--- src/rtl/decompressor.sv ---
// decompressor: expands one zero-chunk compressed page into 64 lines.
// Optional macro HACD_DECOMP_META_CHECK_EN enables metadata validation.
module decompressor #(
  parameter int DATA_WIDTH = 512
) (
  input  logic                  clk_i,
  input  logic                  rst_ni,
  input  logic                  decomp_start,
  input  logic                  rdfifo_empty,
  output logic                  rd_req,
  input  logic [DATA_WIDTH-1:0] rd_data,
  input  logic [1:0]            rd_rresp,
  input  logic                  rd_valid,
  input  logic                  wrfifo_full,
  output logic                  wr_req,
  output logic [DATA_WIDTH-1:0] wr_data,
  output logic                  decomp_done,
  output logic                  meta_err,
  output logic                  bus_err,
  output logic [6:0]            line_cnt
);

  typedef enum logic [2:0] {
    IDLE,
    RD_META,
    CHECK_META,
    EXPAND,
    DONE,
    BUS_ERROR
  } state_e;

  state_e                state_q;
  logic                  rd_req_q;
  logic                  wr_req_q;
  logic [DATA_WIDTH-1:0] wr_data_q;
  logic                  done_q;
  logic                  meta_err_q;
  logic                  bus_err_q;
  logic [6:0]            line_cnt_q;
  logic                  out_q;
  logic                  meta_ok_q;
  logic [3:0]            vec_q;
  logic [1:0]            data_chunk_q;

  logic                  resp_ok;
  logic                  rd_ok;
  logic                  in_data;
  logic                  next_in_data;
  logic                  meta_ok_c;
  logic [6:0]            cnt_inc;
  logic [1:0]            first_data;

  assign resp_ok = (rd_rresp == 2'b00);
  assign rd_ok   = !rdfifo_empty && !wrfifo_full;
  assign cnt_inc = line_cnt_q + 7'd1;
  assign in_data = (line_cnt_q[5:4] == data_chunk_q);
  assign next_in_data = !cnt_inc[6] &&
                        (cnt_inc[5:4] == data_chunk_q);

`ifdef HACD_DECOMP_META_CHECK_EN
  logic [2:0] vec_pop;
  assign vec_pop = 3'(rd_data[0]) + 3'(rd_data[1]) +
                   3'(rd_data[2]) + 3'(rd_data[3]);
  assign meta_ok_c = (rd_data[DATA_WIDTH-1:4] == '0) &&
                     (vec_pop >= 3'd3);
`else
  assign meta_ok_c = 1'b1;
`endif

  // Lowest chunk not flagged zero holds the data; all-zero vec maps to 0.
  always_comb begin
    first_data = 2'd0;
    if (!vec_q[0]) begin
      first_data = 2'd0;
    end else if (!vec_q[1]) begin
      first_data = 2'd1;
    end else if (!vec_q[2]) begin
      first_data = 2'd2;
    end else if (!vec_q[3]) begin
      first_data = 2'd3;
    end
  end

  // Page expansion FSM with registered outputs.
  always_ff @(posedge clk_i or negedge rst_ni) begin
    if (!rst_ni) begin
      state_q      <= IDLE;
      rd_req_q     <= 1'b0;
      wr_req_q     <= 1'b0;
      wr_data_q    <= '0;
      done_q       <= 1'b0;
      meta_err_q   <= 1'b0;
      bus_err_q    <= 1'b0;
      line_cnt_q   <= '0;
      out_q        <= 1'b0;
      meta_ok_q    <= 1'b0;
      vec_q        <= '0;
      data_chunk_q <= '0;
    end else begin
      rd_req_q   <= 1'b0;
      wr_req_q   <= 1'b0;
      meta_err_q <= 1'b0;
      if (rd_valid) begin
        out_q <= 1'b0;
      end
      unique case (state_q)
        IDLE: begin
          done_q <= 1'b0;
          if (decomp_start && !rdfifo_empty) begin
            line_cnt_q <= '0;
            state_q    <= RD_META;
          end
        end
        RD_META: begin
          if (rd_valid) begin
            if (resp_ok) begin
              vec_q     <= rd_data[3:0];
              meta_ok_q <= meta_ok_c;
              state_q   <= CHECK_META;
            end else begin
              bus_err_q <= 1'b1;
              state_q   <= BUS_ERROR;
            end
          end else if (rd_ok && !out_q) begin
            rd_req_q <= 1'b1;
            out_q    <= 1'b1;
          end
        end
        CHECK_META: begin
          data_chunk_q <= first_data;
          if (!meta_ok_q) begin
            meta_err_q <= 1'b1;
            state_q    <= IDLE;
          end else begin
            state_q <= EXPAND;
          end
        end
        EXPAND: begin
          if (line_cnt_q[6]) begin
            done_q  <= decomp_start;
            state_q <= DONE;
          end else if (!in_data) begin
            if (!wrfifo_full) begin
              wr_req_q   <= 1'b1;
              wr_data_q  <= '0;
              line_cnt_q <= cnt_inc;
            end
          end else if (rd_valid) begin
            if (!resp_ok) begin
              bus_err_q <= 1'b1;
              state_q   <= BUS_ERROR;
            end else begin
              wr_req_q   <= 1'b1;
              wr_data_q  <= rd_data;
              line_cnt_q <= cnt_inc;
              // Returning line retires the outstanding read.
              if (rd_ok && next_in_data) begin
                rd_req_q <= 1'b1;
                out_q    <= 1'b1;
              end
            end
          end else if (rd_ok && !out_q) begin
            rd_req_q <= 1'b1;
            out_q    <= 1'b1;
          end
        end
        DONE: begin
          if (!decomp_start) begin
            done_q  <= 1'b0;
            state_q <= IDLE;
          end else begin
            done_q <= 1'b1;
          end
        end
        BUS_ERROR: begin
          bus_err_q <= 1'b1;
        end
        default: begin
          state_q <= IDLE;
        end
      endcase
    end
  end

  assign rd_req      = rd_req_q;
  assign wr_req      = wr_req_q;
  assign wr_data     = wr_data_q;
  assign decomp_done = done_q;
  assign meta_err    = meta_err_q;
  assign bus_err     = bus_err_q;
  assign line_cnt    = line_cnt_q;

endmodule

--- config.mk ---
export PLATFORM = sky130hd
export DESIGN_NAME = decompressor
export DESIGN_NICKNAME = d
export VERILOG_FILES = /design/src/rtl/decompressor.sv
export SDC_FILE = /design/constraint.sdc
export NUM_CORES = 1
export LEC_CHECK = 0
export ABC_AREA = 1
export BUFFER_PORTS_ARGS = -buffer_cell sky130_fd_sc_hd__buf_2
export CAP_MARGIN = 40
export CORE_AREA = 2 2 404 406
export DETAILED_ROUTE_END_ITERATION = 16
export DIE_AREA = 0 0 406 408
export GPL_TIMING_DRIVEN = 1
export PLACE_DENSITY_LB_ADDON = 0.3
export REMOVE_ABC_BUFFERS = 1
export SYNTH_ARGS = -nofsm -noshare
export SYNTH_HDL_FRONTEND = slang
export SYNTH_SLANG_ARGS = --single-unit
--- constraint.sdc ---
create_clock -name clk_i -period 3.4 [get_ports clk_i]
set_clock_uncertainty 0.1 [all_clocks]
set_input_delay 0.68 -clock clk_i [delete_from_list [all_inputs] [get_ports clk_i]]
set_output_delay 0.68 -clock clk_i [all_outputs]
set_load 0.02 [all_outputs]
Word-level counts from Yosys, hierarchy flattened
Index checks and enable logic that the tools add are counted.
{"block": "totals", "reg_bits": 535, "latchBits": 0, "ramBits": 0, "romBits": 0, "input_bits": 520, "wordCells": 117, "memories": 0}
{"block": "classes", "add_sub_neg": 1, "multipliers": 0, "n_div": 0, "order_cmp": 0, "n_eq_ne": 22, "n_shift": 0, "muxes": 58, "bitwise": 2, "reduce_logical": 21}
{"operator": "$mux 512", "count": 4}
{"operator": "$mux 7", "count": 6}
{"operator": "$mux 1", "count": 29}
{"operator": "$mux 3", "count": 8}
{"operator": "$ne 3x3->1 const B", "count": 6}
{"operator": "$pmux 3 s6", "count": 1}
{"operator": "$ne 2x2->1 const B", "count": 8}
{"operator": "$pmux 7 s2", "count": 1}
{"operator": "$mux 2", "count": 5}
{"operator": "$add 7x1->7 const B", "count": 1}
{"operator": "$reduce_and 7->1", "count": 1}
{"operator": "$eq 3x2->1 const B", "count": 2}
{"operator": "$eq 3x3->1 const B", "count": 2}
{"operator": "$pmux 1 s3", "count": 2}
{"operator": "$reduce_and 3->1", "count": 2}
{"operator": "$reduce_and 6->1", "count": 1}
{"operator": "$reduce_bool 3->1", "count": 2}
{"operator": "$logic_and 1x1->1", "count": 5}
{"operator": "$reduce_and 5->1", "count": 1}
{"operator": "$eq 2x2->1", "count": 2}
{"operator": "$logic_not 1->1", "count": 4}
{"operator": "$pmux 1 s2", "count": 2}
{"operator": "$reduce_and 2->1", "count": 2}
{"operator": "$eq 3x1->1 const B", "count": 1}
{"operator": "other kinds (5)", "count": 6}

Logic depth before layout (Yosys ltp)
{"block": "depth", "word_depth": 10, "ltp_mapped": 13, "mapped_depth_nobuf": 10}

Worst setup path before layout
Ideal clock, no wire load.
{"block": "synth_path", "path_kind": "in2reg", "start": "input port rd_valid", "end": "register wr_data_q[133] (netlist: wr_data[133])", "setup_ns": 0.065, "t_arrival_ns": 1.977, "t_required_ns": 3.235, "setup_slack_ns": 1.258, "stages": 10, "path_cell_list": "clkbuf_1 > inv_1 > o21ai_2 > nand2_2 > nor2_2 > buf_4 > buf_6 > buf_6 > nand2_1 > nand2_1"}
{"block": "synth_between", "elab_chain_len": 2}
{"item": "start: declaration", "line_no": "13", "rtl": "input logic rd_valid,"}
{"item": "$ne 2x2->1 (no line)"}
{"item": "$reduce_and 5->1 (no line)"}
{"item": "end signal: assignment", "line_no": "154", "rtl": "wr_data_q <= rd_data;"}
{"item": "end: declaration", "line_no": "35", "rtl": "logic [DATA_WIDTH-1:0] wr_data_q;"}
No other way between the ends.
A chain may end at the register's enable or synchronous reset.

Worst setup path in the final report
{"block": "layout_path", "start": "register line_cnt_q[4] (netlist: line_cnt[4])", "end": "register wr_data_q[397] (netlist: wr_data[397])"}
{"block": "layout_between", "elab_chain_len": 3, "elab_cells_between_ends": 6, "cone_classes": "eq/ne (4); mux (1); reduce/logical (1)"}
{"item": "start: declaration", "line_no": "39", "rtl": "logic [6:0] line_cnt_q;"}
{"item": "start signal: assignment", "line_no": "146", "rtl": "line_cnt_q <= cnt_inc;"}
{"item": "start signal: assignment", "line_no": "155", "rtl": "line_cnt_q <= cnt_inc;"}
{"item": "$eq 2x2->1 *", "line_no": "56", "rtl": "assign in_data = (line_cnt_q[5:4] == data_chunk_q);"}
{"item": "$ne 2x2->1 (no line) / $ne 2x1->1 (equally long branches)"}
{"item": "$reduce_and 5->1 (no line)"}
Mark *: on every way between the ends. The rest lies on a longest branch, timed or not.

==> impl_metrics.toml <==
[detailed_routing]
drcViolationCount = 0
post_drt_via_cell_ratio = 3.86
antenna_left = 0
postRouteWirelength_um = 116000
detailroute.via_count = 25800
starting_drt_drc_count = 1518
drt_pre_antenna_iters = 5
routed_wire_length_per_instance_um = 17.4

[grt]
grt_pass1_wl_um = 170000
grt_start_max_net_pins = 161
antenna_found_initial = 49
grt_pass1_vias = 25500
grt_usage = 0.136
grt-ovfl-total = 0

[sta]
finalMaxSlewViolations = 0
worst-slew-pin-transition_ns = 1.13
max_clk_rate_ghz = 0.371
final_hold_vio_count = 0
final_critical_path_setup_slack_ns = 0.707
fin_crit_ns = 2.69
headroom_to_the_max_slew_limit = 0.243
share_of_the_clock_period_used_by_the_worst_path = 0.792
grt_setup_unrepaired = "no"
finalSetupViolations = 0

[logic_synthesis]
share_of_synthesized_cell_area_in_full_adder_half_adder_and_majority_cells = 0.000490
simple_gate_share_of_the_synthesized_area = 0.245
synthesis.area_um2 = 25600
synth-compound-area-share = 0.107
synth_sequential_area_ratio = 0.524
synthCells = 3491
post_synth_xor_area_fraction = 0.00230
synth.avg_cell_area_um2 = 7.32
synthDistinctLibCells = 30
synth-warning-count = 0
synth_seq_cells = 535
synth_top_family_by_area = "simple AND/OR/NAND/NOR gates"
fraction_of_synthesized_area_in_multiplexers = 0

[cts]
cts_resized = 0
ctsLongestPathBuffers = 3
htreeDepth = 3
clkSlewWorstSetupHoldPaths_ns = 0.06
cts_tree = "done"
cts_setup_buffers = 0
cts_buffers = 70
clock_insertion_delay_worst_skew_ns = 0.64
clock_sink_count = 535
root_buffer = "sky130_fd_sc_hd__clkbuf_16"

[layout]
ratio_of_cells_with_drive_above_1_in_the_final_layout = 0.274
final_util = 0.221
syn_to_final_growth_pct = 39.7
multi_input_comb_area_um2 = 9080
number_of_nets_in_the_layout = 4971
seq_area_um2 = 13400
nFillCells = 18400

[worst_setup_path]
r2r_slack_ns = 0.71
critical_path.n_buffers_inverters = 1
worstSetupEndpointType = "flop"
required_ns = 3.81
slowest_delay_ns = 0.47
worst-setup-path-type = "flop to flop"
worst-path-max-fanout = 155
worst_ep_arrival_time_ns = 3.10
cpMaxStageDelayCell = "sky130_fd_sc_hd__dfrtp_1"
cp_top_family = "simple AND/OR/NAND/NOR gates"
crit_chain = "xnor2_2, nand2_8, nand2_1, nand2_8, buf_12, o21ai_0, nand2_1"
startpoint_types = "flop"

[floorplanning]
die_height_um = 408
starting_density = 0.158
die-width_um = 406
core-area_um2 = 162000
dieArea_um2 = 166000
num_io_pins = 1044
rows = 148

[job]
max_cap_viol_count = 0

[power]
totalPowerFinal_w = 0.0366
power_frac_seq = 0.305
power.ir.vdd_worst_mv = 0.834
intPower_w = 0.0189
power.leakage_nw = 18.9
net-switching-power_w = 0.0177
power.density_nw_per_um2 = 1020
power_switching_share = 0.484
combPwrFrac = 0.482
clock_network_fraction_of_total_power = 0.213

[place]
hpwl_um = 85300
gp_weighted_congestion = 0.921
port-buffer-count = 1043
dpl_worst_slack_ns = 0.469

[status]
run_status = "finished clean"

[worst_hold_path]
worstHoldPathType = "primary input to flop"
==> what timing repair did <==
| action | CTS | global route |
|---|---|---|
| hold endpoints to repair | 22 | 0 |
| hold buffers | 1 | 0 |
| setup endpoints to repair | 0 | 0 |
==> synth_stat cells (all sizes together) <==
library cell     n  area (um^2)
nand3b           1         7.51
xor2             2         17.5
o21bai           3         22.5
nand3           16         80.1
xnor2            3         41.3
o31ai            1         7.51
nand2         1088         4090
nor3             3         15.0
a21oi            3         15.0
clkbuf         155          582
a41oi            1         8.76
dfrtp          535        13400
nor2           528         1990
ha               1         12.5
or2              1         6.26
buf             73          529
inv            536         2010
nand4            8         50.1
nor4             1         6.26
a32oi            1         8.76
o21ai          531         2660
==> layer usage <==
layer	wire length, um	vias to the layer above	GRT usage
met1	46400	12300	0.160
met2	55400	826	0.226
met3	8960	248	0.0441
li1	-	12400	-
met4	5050	72	0.0569
met5	448	-	0.00117
==> power by group through the flow <==
stage                     Clock, W  Combinational (W)  Sequential (W)
after global placement           0             0.0178          0.0112
after detailed placement         0             0.0180          0.0112
after CTS                  0.00812             0.0180          0.0112
final                      0.00780             0.0176          0.0111
after floorplan                  0            0.00447          0.0150
after global routing       0.00836             0.0193          0.0116
==> final timing paths <==
check / startpoint / to / cells past startpoint
max in group asynchronous: rst_ni / wr_data[148]$_DFFE_PN0P_ / 3
worst min-delay path: rd_data[295] / wr_data[295]$_DFFE_PN0P_ / 5
min in group asynchronous: rst_ni / wr_data[411]$_DFFE_PN0P_ / 2
worst max-delay path: line_cnt[4]$_DFFE_PN0P_ / wr_data[397]$_DFFE_PN0P_ / 7
worst max register to register: line_cnt[4]$_DFFE_PN0P_ / wr_data[397]$_DFFE_PN0P_ / 7
worst min register to register: meta_ok_q$_DFFE_PN0P_ / meta_err$_DFF_PN0_ / 1
==> worst min-delay path, cell delays in order <==
cell                      delay (ns)
sky130_fd_sc_hd__buf_2          0.10
sky130_fd_sc_hd__inv_1          0.04
sky130_fd_sc_hd__nor2_1         0.03
sky130_fd_sc_hd__nand2_1        0.05
sky130_fd_sc_hd__nand2_1        0.05
==> layout by cell type, fill, tap and decap left out, drive strengths merged <==
cell type / count
inv: 539
or2: 1
nand2: 1088
dfrtp: 535
a41oi: 1
nand4: 8
dlygate4sd3: 1
clkinv: 7
nand3: 16
buf: 1114
nand3b: 1
o21bai: 3
xnor2: 3
bufinv: 5
o21ai: 531
diode: 13
nor4: 1
clkbuf: 110
a21oi: 3
nor3: 3
nor2: 528
ha: 1
a32oi: 1
xor2: 2
o31ai: 1
==> state kept, by name, indices dropped and copies added, names as in the netlist <==
name          count
wr_data         512
data_chunk_q      2
out_q             1
wr_req            1
meta_err          1
bus_err           1
state_q           3
vec_q             4
meta_ok_q         1
line_cnt          7
decomp_done       1
rd_req            1
==> metrics by stage <==
step | instance area, um^2 | hold WS [ns] | TNS (ns) | instances
after global routing | 35700 | 0.177 | 0 | 6687
after floorplan | 24400 | 0.284 | -8574.74 | 3263
after CTS | 35700 | 0.135 | 0 | 6678
after detailed placement | 33300 | 0.367 | 0 | 6552
final | 35700 | 0.225 | 0 | 6691
after global placement | 33200 | 0.362 | 0 | 6551
==> cell type report <==
| type | instances | share of cell area |
|---|---|---|
| diodes | 13 | 0.000911 |
| clock buffers | 110 | 0.0598 |
| clock inverters | 15 | 0.00757 |
| inverters | 536 | 0.0566 |
| multi-input cells | 2192 | 0.254 |
| flip-flops and latches | 535 | 0.375 |
| well taps | 2175 | 0.0762 |
| repair buffers | 1115 | 0.170 |
==> kinds of logic after synthesis <==
logic type | after synthesis
AO/OA/AOI/OAI | 540
buffers and inverters | 764
adder cells (fa/ha/maj) | 1
AND/OR/NAND/NOR | 1646
flip-flops | 535
XOR/XNOR | 5
Note: power is estimated with default switching activity, not from simulation.
